==> config.mk <==
export PLATFORM = sky130hd
export DESIGN_NAME = host_descriptor_transmit
export DESIGN_NICKNAME = d
export VERILOG_FILES = /design/src/rtl/host_descriptor_transmit_pkg.sv /design/src/rtl/host_descriptor_transmit_serializer.sv /design/src/rtl/host_descriptor_transmit.sv
export SDC_FILE = /design/constraint.sdc
export NUM_CORES = 1
export LEC_CHECK = 0
export ABC_AREA = 0
export CORE_ASPECT_RATIO = 0.6
export CORE_UTILIZATION = 45
export DETAILED_ROUTE_END_ITERATION = 8
export PLACE_DENSITY = 0.72
export REMOVE_ABC_BUFFERS = 1
export SETUP_SLACK_MARGIN = 0.15
export SYNTH_ARGS = -nofsm -noshare
export SYNTH_HDL_FRONTEND = slang
export SYNTH_SLANG_ARGS = --single-unit
==> constraint.sdc <==
create_clock -name i_clk -period 5.15 [get_ports i_clk]
set_input_delay 0.7725 -clock i_clk [delete_from_list [all_inputs] [get_ports i_clk]]
set_output_delay 0.7725 -clock i_clk [all_outputs]
set_load 0.01 [all_outputs]
==> src/rtl/host_descriptor_transmit_pkg.sv <==
// Shared host-path constants: descriptor field positions, inter-frame gap
// length and the transmit FSM state encoding.
package host_descriptor_transmit_pkg;

  localparam int DESC_W        = 22;
  localparam int DESC_BUFID_LSB = 0;
  localparam int DESC_BUFID_MSB = 8;
  localparam int DESC_LEN_LSB   = 9;
  localparam int DESC_LEN_MSB   = 19;
  localparam int DESC_QID_LSB   = 20;
  localparam int DESC_QID_MSB   = 21;

  localparam logic [3:0] IFG_CYCLES = 4'd12;

  typedef enum logic [2:0] {
    IDLE_S     = 3'd0,
    READ_S     = 3'd1,
    TRANSMIT_S = 3'd2,
    IFG_S      = 3'd3,
    RELEASE_S  = 3'd4
  } state_e;

endpackage

==> src/rtl/host_descriptor_transmit_serializer.sv <==
// 32-to-8 serializer: emits a loaded word MSB byte first and flags the final
// byte of the packet, dropping any bytes of the last word beyond the length.
module host_word_serializer (
  input  logic        i_clk,
  input  logic        i_rst_n,
  input  logic        i_clear,
  input  logic        i_load,
  input  logic [31:0] iv_word,
  input  logic [10:0] iv_last_idx,
  output logic        o_valid,
  output logic [7:0]  ov_byte,
  output logic        o_last,
  output logic        o_third
);

  logic [31:0] shift_q, shift_d;
  logic [2:0]  cnt_q, cnt_d;
  logic [10:0] bytes_q, bytes_d;

  assign o_valid = (cnt_q != 3'd0);
  assign ov_byte = o_valid ? shift_q[31:24] : 8'd0;
  assign o_last  = o_valid && (bytes_q == iv_last_idx);
  // Third byte of a word: the slot in which the next word must be requested.
  assign o_third = (cnt_q == 3'd2);

  always_comb begin
    shift_d = shift_q;
    cnt_d   = cnt_q;
    bytes_d = bytes_q;
    if (i_clear) begin
      shift_d = 32'd0;
      cnt_d   = 3'd0;
      bytes_d = 11'd0;
    end else begin
      if (o_valid) begin
        shift_d = {shift_q[23:0], 8'd0};
        cnt_d   = o_last ? 3'd0 : cnt_q - 3'd1;
        bytes_d = bytes_q + 11'd1;
      end
      if (i_load) begin
        shift_d = iv_word;
        cnt_d   = 3'd4;
      end
    end
  end

  always_ff @(posedge i_clk) begin
    if (!i_rst_n) begin
      shift_q <= 32'd0;
      cnt_q   <= 3'd0;
      bytes_q <= 11'd0;
    end else begin
      shift_q <= shift_d;
      cnt_q   <= cnt_d;
      bytes_q <= bytes_d;
    end
  end

endmodule

==> src/rtl/host_descriptor_transmit.sv <==
// Host transmit path: takes a buffer descriptor, streams the packet bytes from
// the packet buffer to the MAC, waits the inter-frame gap and frees the buffer.
module host_descriptor_transmit
  import host_descriptor_transmit_pkg::*;
(
  input  logic              i_clk,
  input  logic              i_rst_n,
  input  logic [DESC_W-1:0] iv_descriptor,
  input  logic              i_descriptor_wr,
  output logic              o_descriptor_ready,
  output logic              o_pkt_rd,
  output logic [17:0]       ov_pkt_raddr,
  input  logic [31:0]       iv_pkt_rdata,
  output logic [7:0]        ov_data,
  output logic              o_data_wr,
  output logic              o_data_last,
  output logic [8:0]        ov_bufid_free,
  output logic              o_bufid_free_wr,
  output logic              o_descriptor_drop,
  output state_e            ov_dbg_state
);

  state_e      state_q, state_d;
  logic [8:0]  bufid_q, bufid_d;
  logic [10:0] len_q, len_d;
  logic [8:0]  word_q, word_d;
  logic [3:0]  ifg_q, ifg_d;
  logic        rd_q;
  logic        drop_q;

  logic        pkt_rd;
  logic [8:0]  rd_word;
  logic        free_wr;
  logic [10:0] len_m1;
  logic [8:0]  last_word;
  logic        ser_valid, ser_last, ser_third;
  logic [7:0]  ser_byte;
  logic        unused_qid;

  assign unused_qid = ^iv_descriptor[DESC_QID_MSB:DESC_QID_LSB];
  assign len_m1     = len_q - 11'd1;
  assign last_word  = len_m1[10:2];

  always_comb begin
    state_d = state_q;
    bufid_d = bufid_q;
    len_d   = len_q;
    word_d  = word_q;
    ifg_d   = ifg_q;
    pkt_rd  = 1'b0;
    rd_word = word_q;
    free_wr = 1'b0;
    case (state_q)
      IDLE_S: begin
        if (i_descriptor_wr) begin
          bufid_d = iv_descriptor[DESC_BUFID_MSB:DESC_BUFID_LSB];
          len_d   = iv_descriptor[DESC_LEN_MSB:DESC_LEN_LSB];
          word_d  = 9'd0;
          state_d = (len_d == 11'd0) ? RELEASE_S : READ_S;
        end
      end
      READ_S: begin
        pkt_rd  = 1'b1;
        state_d = TRANSMIT_S;
      end
      TRANSMIT_S: begin
        // Prefetch so the next word lands exactly as the current one drains.
        if (ser_third && (word_q != last_word)) begin
          pkt_rd  = 1'b1;
          rd_word = word_q + 9'd1;
          word_d  = rd_word;
        end
        if (ser_last) begin
          ifg_d   = 4'd0;
          state_d = IFG_S;
        end
      end
      IFG_S: begin
        ifg_d = ifg_q + 4'd1;
        if (ifg_q == IFG_CYCLES - 4'd1) state_d = RELEASE_S;
      end
      RELEASE_S: begin
        free_wr = 1'b1;
        state_d = IDLE_S;
      end
      default: state_d = IDLE_S;
    endcase
  end

  always_ff @(posedge i_clk) begin
    if (!i_rst_n) begin
      state_q <= IDLE_S;
      bufid_q <= 9'd0;
      len_q   <= 11'd0;
      word_q  <= 9'd0;
      ifg_q   <= 4'd0;
      rd_q    <= 1'b0;
      drop_q  <= 1'b0;
    end else begin
      state_q <= state_d;
      bufid_q <= bufid_d;
      len_q   <= len_d;
      word_q  <= word_d;
      ifg_q   <= ifg_d;
      rd_q    <= pkt_rd;
      drop_q  <= i_descriptor_wr && (state_q != IDLE_S);
    end
  end

  host_word_serializer u_serializer (
    .i_clk       (i_clk),
    .i_rst_n     (i_rst_n),
    .i_clear     (state_q == IDLE_S),
    .i_load      (rd_q),
    .iv_word     (iv_pkt_rdata),
    .iv_last_idx (len_m1),
    .o_valid     (ser_valid),
    .ov_byte     (ser_byte),
    .o_last      (ser_last),
    .o_third     (ser_third)
  );

  assign o_pkt_rd           = pkt_rd;
  assign ov_pkt_raddr       = pkt_rd ? {bufid_q, rd_word} : 18'd0;
  assign o_data_wr          = ser_valid;
  assign ov_data            = ser_byte;
  assign o_data_last        = ser_last;
  assign o_bufid_free_wr    = free_wr;
  assign ov_bufid_free      = free_wr ? bufid_q : 9'd0;
  assign o_descriptor_ready = free_wr;
  assign o_descriptor_drop  = drop_q;
  assign ov_dbg_state       = state_q;

endmodule

==> reports/metrics.cfg, run 1 <==
[clocking]
cts_hold_buf = 0
cts_root_buffer = clkbuf_16
postCtsSetupBuffers = 0
cts.sinks = 84
cts_max_level = 3
cts_resized = 0
clockBufferDepth = 2
cts_inserted_buffers = 9
clkTransAtPathRegs_ns = 0.06
clock_latency_ns = 0.33
tritoncts = built

[synth]
ys_seq_area_frac = 0.3662
synth_area_leaders = dfxtp_1 37%, a21oi_1 9.7%, nand2_1 9.5%, nor2_1 5.5%, xnor2_1 4.2%
synth_largest_area_cell = dfxtp_1
async_reset_ff_frac = 0
synthFlopType = dfxtp_1
synthTopCellsByCount = 116 x nand2_1, 89 x a21oi_1, 84 x dfxtp_1
synth_cell_types = 64
synth-edff-count = 0
syn_avg_cell_area_um2 = 7.552
netlist_area_um2 = 4592
synth-seq-cells = 84
syn_inst = 608
yosysWarnings = 0
yosysMostFrequentCell = nand2_1
synth_top_cell_area_share = 0.3662

[finish]
area_growth_pct = 28.04
final_cells = 816
design_area_um2 = 5879
drive_gt1_frac = 0.04993
n_antenna_cell = 0
nets = 741

[setup_path]
max_stage_delay_ns = 0.60
critPathArrivalTime_ns = 3.82
critPathLaunchType = flop
critPathLaunch = len_q[0]
cp.required_ns = 4.38
r2r_start = len_q[0]
cp_cell_sequence = inv_1 -> ha_1 -> or4b_1 -> nor3_2 -> xnor3_1 -> o2111ai_4 -> o211ai_2 -> a21oi_2 -> a21boi_1 -> clkdlybuf4s50_1
endpoint_kind = output port
cp_max_fo = 18
worstSetupPathType = flop to output port
critical_path.top_delay_family = compound AO/OA/AOI/OAI gates
cp_num_buf_inv = 2
slowest_stage = or4b_1

[sta]
fmax_ghz = 0.2179
fin_setup_tns_ns = 0
setup_viol = 0
min_period_ns = 4.590
fin_crit_sh = 0.8913
whs_ns = 0.4702
fin_ws_ns = 0.5600
fin_skew_ns = 0.006097
hold_viol = 0
slew_violations = 0
relSlewSlack = 0.2457
rsz0062_at_grt = no
worst_pin_slew_ns = 1.131

[global_route]
grt_pass1_vias = 3865
grt_pass1_wl_um = 18330
grt.total_usage = 0.2133
antenna_found_initial = 0
grt_max_degree = 68
overflow = 0

[floorplan]
dieWidth_um = 132.4
die_area_um2 = 10630
core_area_um2 = 9879
die-height_um = 80.25
ios = 101
start_util = 0.4648
placementRows = 28

[flow_run]
maxCapViolCount = 0

[detailed_routing]
num_vias = 4385
avgRoutedWirePerCell_um = 13.99
drt_pass1_iterations = 5
route.detailed.drc = 0
routed_wl_um = 11420
final_antenna_net_count = 0
via_per_inst = 5.374
drtIter0Drc = 292

[placement]
dp_hpwl_um = 8233
pre_cts_ws_ns = 0.8670
dp_cells = 801
portBuffers = 98
dpl-instance-area_um2 = 5587
gp_routability_congestion = 0.8630

[power_and_ir_drop]
ir_drop_v = 0.0001980
leakagePower_uw = 0.002066
power.density_nw_per_um2 = 301.2

[worst_hold_path]
min_from = bufid_q[4]
hold_path.class = flop to flop

[status]
status = finished, final reports clean

-- registers in the layout, summed over array words and instances, names as in the netlist --
register and cells:
ov_dbg_state 3, ifg_q 4, bufid_q 9, len_q 11
word_q 9, o_descriptor_drop 1, rd_q 1, u_serializer.shift_q 32
u_serializer.bytes_q 11, u_serializer.cnt_q 3
-- where the power goes --
group | internal (µW) | total, µW | switching (µW) | leakage (µW)
Sequential | 680 | 739 | 58.4 | 0.000681
Combinational | 169 | 395 | 227 | 0.00125
Clock | 385 | 637 | 252 | 0.000138
-- kinds of logic after synthesis --
logic type | count (synthesis) | share of synthesized area
AOI/OAI and AO/OA | 139 | 0.1845
xor gates and xnor gates | 35 | 0.07902
adders and majority gates | 7 | 0.01907
buffers and inverters | 58 | 0.05177
DFF | 84 | 0.3662
muxes | 6 | 0.01390
and+or+nand+nor | 279 | 0.2856
-- layout by cell type, fill, tap and decap left out, types with 8 or more instances in the layout --
master / n
and2_1: 26
o21ai_0: 10
dfxtp_1: 83
xnor2_1: 22
nand2_1: 116
xor2_1: 9
inv_1: 14
a21oi_1: 89
nand3_1: 10
clkdlybuf4s50_1: 98
clkbuf_16: 9
nor2_1: 67
nor3_1: 8
and3_1: 16
-- worst reg2reg max path, delay by kind of cell (launching register included) --
| family | cells | cell delay (ns) |
|---|---|---|
| AND/OR/NAND/NOR | 4 | 1.83 |
| XOR/XNOR | 1 | 0.27 |
| AO/OA/AOI/OAI | 2 | 0.59 |
| flip-flops | 1 | 0.35 |
-- metrics by stage --
| step | util | power [µW] |
|---|---|---|
| floorplan | - | 990.0 |
| global placement | 0.5655 | 1131 |
| detailed placement | 0.5655 | 1143 |
| CTS | 0.5951 | 1778 |
| global route | 0.5951 | 1859 |
| finish | 0.5951 | 1771 |
-- area by class of cell --
cell class / instances / area (µm²)
sequential: 84 / 1683
inverter: 15 / 56.30
timing repair buffer: 101 / 1003
clock inverter: 4 / 50.05
multi-input combinational: 466 / 2675
tap: 135 / 168.9
clock buffer: 11 / 242.7
fill: 906 / 4000
-- final timing paths --
check,cells past startpoint,endpoint,slack [ns]
hold reg to reg,2,bufid_q[4],0.47
setup / recovery,10,ov_pkt_raddr[3],0.56
hold / removal,2,bufid_q[4],0.47
setup reg to reg,7,ifg_q[3],1.98
-- per-layer routing --
layer,GRT usage,wire (µm),share of wire,vias up
li1,-,-,-,2209
met1,0.3054,5722,0.50,2046
met2,0.3253,4962,0.43,120
met3,0.04482,660,0.058,10
met4,0.04943,70,0.0061,0
met5,0,0,0,-
Note: power is estimated with default switching activity, not from simulation.
==> run 2: changes to the inputs <==
--- a/config.mk
+++ b/config.mk
@@ -6,6 +6,7 @@
 export NUM_CORES = 1
 export LEC_CHECK = 0
 export ABC_AREA = 0
+export CAP_MARGIN = 0
 export CORE_ASPECT_RATIO = 0.6
 export CORE_UTILIZATION = 45
 export DETAILED_ROUTE_END_ITERATION = 8
==> results of run 2 <==
No change in the layout: final DEF, timing and power equal those of run 1.
==> run 3: changes to the inputs <==
--- a/config.mk
+++ b/config.mk
@@ -11,8 +11,7 @@
 export CORE_UTILIZATION = 45
 export DETAILED_ROUTE_END_ITERATION = 8
 export PLACE_DENSITY = 0.72
-export REMOVE_ABC_BUFFERS = 1
-export SETUP_SLACK_MARGIN = 0.15
+export RECOVER_POWER = 100
 export SYNTH_ARGS = -nofsm -noshare
 export SYNTH_HDL_FRONTEND = slang
 export SYNTH_SLANG_ARGS = --single-unit
==> reports/metrics.cfg, run 3 (synthesis results as in run 1) <==
[setup_path]
cp_max_fo = 18  ; unchanged
r2r_start = len_q[0]
cp_num_buf_inv = 2  ; unchanged
rr_worst_depth = 7  ; unchanged
critPathArrivalTime_ns = 3.99  ; +0.17 ns
reg2reg_to = ifg_q[3]
worstSetupPathType = flop to output port
critPathLaunch = len_q[0]
cp.depth = 10  ; unchanged
critPathLaunchType = flop
worst-r2r-setup-slack_ns = 1.93  ; -0.05 ns
cp.required_ns = 4.38  ; about the same
cp_cell_sequence = inv_1 -> ha_1 -> or4b_1 -> nor3_1 -> xnor3_1 -> o2111ai_4 -> o211ai_2 -> a21oi_2 -> and2_1 -> dlygate4sd3_1
critical_path.top_delay_family = simple AND/OR/NAND/NOR gates
endpoint_kind = output port
slowest_stage = a21oi_2
max_stage_delay_ns = 0.66  ; +0.06 ns
cp-endpoint = ov_pkt_raddr[12]

[detailed_routing]
route.detailed.drc = 0  ; unchanged
drtIter0Drc = 408  ; +40%
routed_wl_um = 11860  ; +3.9%
drt_pass1_iterations = 5  ; unchanged
avgRoutedWirePerCell_um = 14.53  ; +3.9%
final_antenna_net_count = 0  ; unchanged
via_per_inst = 5.365  ; -0.16%
num_vias = 4378  ; -0.16%

[global_route]
grt_pass1_wl_um = 19060  ; +4.0%
grt.total_usage = 0.2271  ; +0.01382
grt.met2_usage = 0.3311  ; +0.005789
grt_max_degree = 68  ; unchanged
met3_usage = 0.04672  ; +0.001894
grt-busiest-layer = met2
grt_pass1_vias = 3906  ; +1.1%
overflow = 0  ; unchanged
antenna_found_initial = 0  ; unchanged
met1_usage = 0.3304  ; +0.02494

[finish]
area_growth_pct = 27.55
nets = 741  ; unchanged
n_antenna_cell = 0  ; unchanged
drive_gt1_frac = 0.03818  ; -0.01175
final_cell_mix = 116 x nand2_1, 89 x a21oi_1, 83 x dfxtp_1
largest_reg_flops = 32  ; unchanged
final_common_cell = nand2_1
reg_top3 = u_serializer.shift_q (32), len_q (11), u_serializer.bytes_q (11)
regMostFlops = u_serializer.shift_q

[clocking]
cts_root_buffer = clkbuf_16
cts_hold_buf = 0  ; unchanged
tritoncts = built
clockBufferDepth = 2  ; unchanged
cts_inserted_buffers = 9  ; unchanged
postCtsSetupBuffers = 0  ; unchanged
cts.sinks = 84  ; unchanged
cts_max_level = 3  ; unchanged
cts_resized = 0  ; unchanged
clkTransAtPathRegs_ns = 0.06  ; about the same
clock_latency_ns = 0.34  ; about the same

[sta]
hold_viol = 0  ; unchanged
relSlewSlack = -0.3264  ; -0.5721
rsz0062_at_grt = no
fmax_ghz = 0.2098  ; -3.7%
fin_skew_ns = 0.003911  ; -0.002186 ns
min_period_ns = 4.767  ; +0.1769 ns
fin_crit_sh = 0.9256  ; +0.03435
fin_setup_tns_ns = 0  ; unchanged
worst_pin_slew_ns = 1.990  ; +0.8582 ns
slew_violations = 47  ; +47
setup_viol = 0  ; unchanged

[power_and_ir_drop]
total_power_uw = 1805  ; +1.9%
ir_drop_v = 0.0002050  ; +3.5%
p_clk_frac = 0.377  ; +0.017
leakagePower_uw = 0.002138  ; +3.5%
p_seq_frac = 0.410  ; -0.007
p_int_uw = 1266  ; +2.5%
power.share.switching = 0.2989  ; -0.004041
switchingPower_uw = 539.7  ; +0.59%
power.density_nw_per_um2 = 308.3  ; +2.3%
combinationalPowerShare = 0.213  ; -0.010

[floorplan]
die-height_um = 80.25  ; unchanged
placementRows = 28  ; unchanged
ios = 101  ; unchanged
core_area_um2 = 9879  ; unchanged
start_util = 0.4648  ; unchanged
die_area_um2 = 10630  ; unchanged
dieWidth_um = 132.4  ; unchanged

[synth]
synth_nets = 672

[status]
violations = max-capacitance violations, max-slew violations
status = finished, violations left

[placement]
gp_routability_congestion = 0.9065  ; +5.0%
portBuffers = 98  ; unchanged
dp_hpwl_um = 8499  ; +3.2%

[worst_hold_path]
hold_path.class = flop to flop

[flow_run]
maxCapViolCount = 1  ; +1

## run 3: how the worst min path moves through the flow
stage                           from         end  cells after the start
after CTS                 bufid_q[8]  bufid_q[8]                      2
after floorplan           bufid_q[5]  bufid_q[5]                      2
final                     bufid_q[8]  bufid_q[8]                      2
after global placement    bufid_q[7]  bufid_q[7]                      2
after global routing      bufid_q[6]  bufid_q[6]                      2
after detailed placement  bufid_q[8]  bufid_q[8]                      2
## run 3: layout make-up
| cell class | instances | area [µm²] |
|---|---|---|
| Clock buffer | 11 | 232.7 |
| Timing Repair Buffer | 101 | 996.0 |
| Sequential cell | 84 | 1683 |
| Fill cell | 897 | 4023 |
| Clock inverter | 4 | 73.82 |
| Inverter | 15 | 56.30 |
| Tap cell | 135 | 168.9 |
| Multi-Input combinational cell | 466 | 2646 |
## run 3: power by group through the flow
stage	sequential [µW]	combinational [µW]	clock, µW
final	740	384	681
after global routing	748	421	715
after CTS	740	392	693
after detailed placement	754	390	0
after global placement	752	381	0
after floorplan	712	306	0
## run 3: metal layers
layer / wire (µm) / vias up / share of wire
li1: - / 2205 / -
met1: 5956 / 2015 / 0.50
met2: 5000 / 145 / 0.42
met3: 749 / 13 / 0.063
met4: 153 / 0 / 0.013
met5: 0 / - / 0
## run 3: tightest hold or removal path, delay by kind of cell (launching register included)
family / cells / cell delay (ns)
and+or+nand+nor: 1 / 0.05
AOI/OAI and AO/OA: 1 / 0.05
DFF: 1 / 0.31
## run 3: through the flow
stage                     area [µm²]  utilization  instances  hold WS [ns]  worst slack (ns)
after floorplan                 4592            -        608        0.4403             1.746
after global placement          5587       0.5655        801        0.4490            0.8828
after detailed placement        5587       0.5655        801        0.4573            0.8630
after CTS                       5893       0.5965        816        0.4655            0.4763
after global routing            5857       0.5928        816        0.4921            0.1310
final                           5857       0.5928        816        0.4668            0.3831
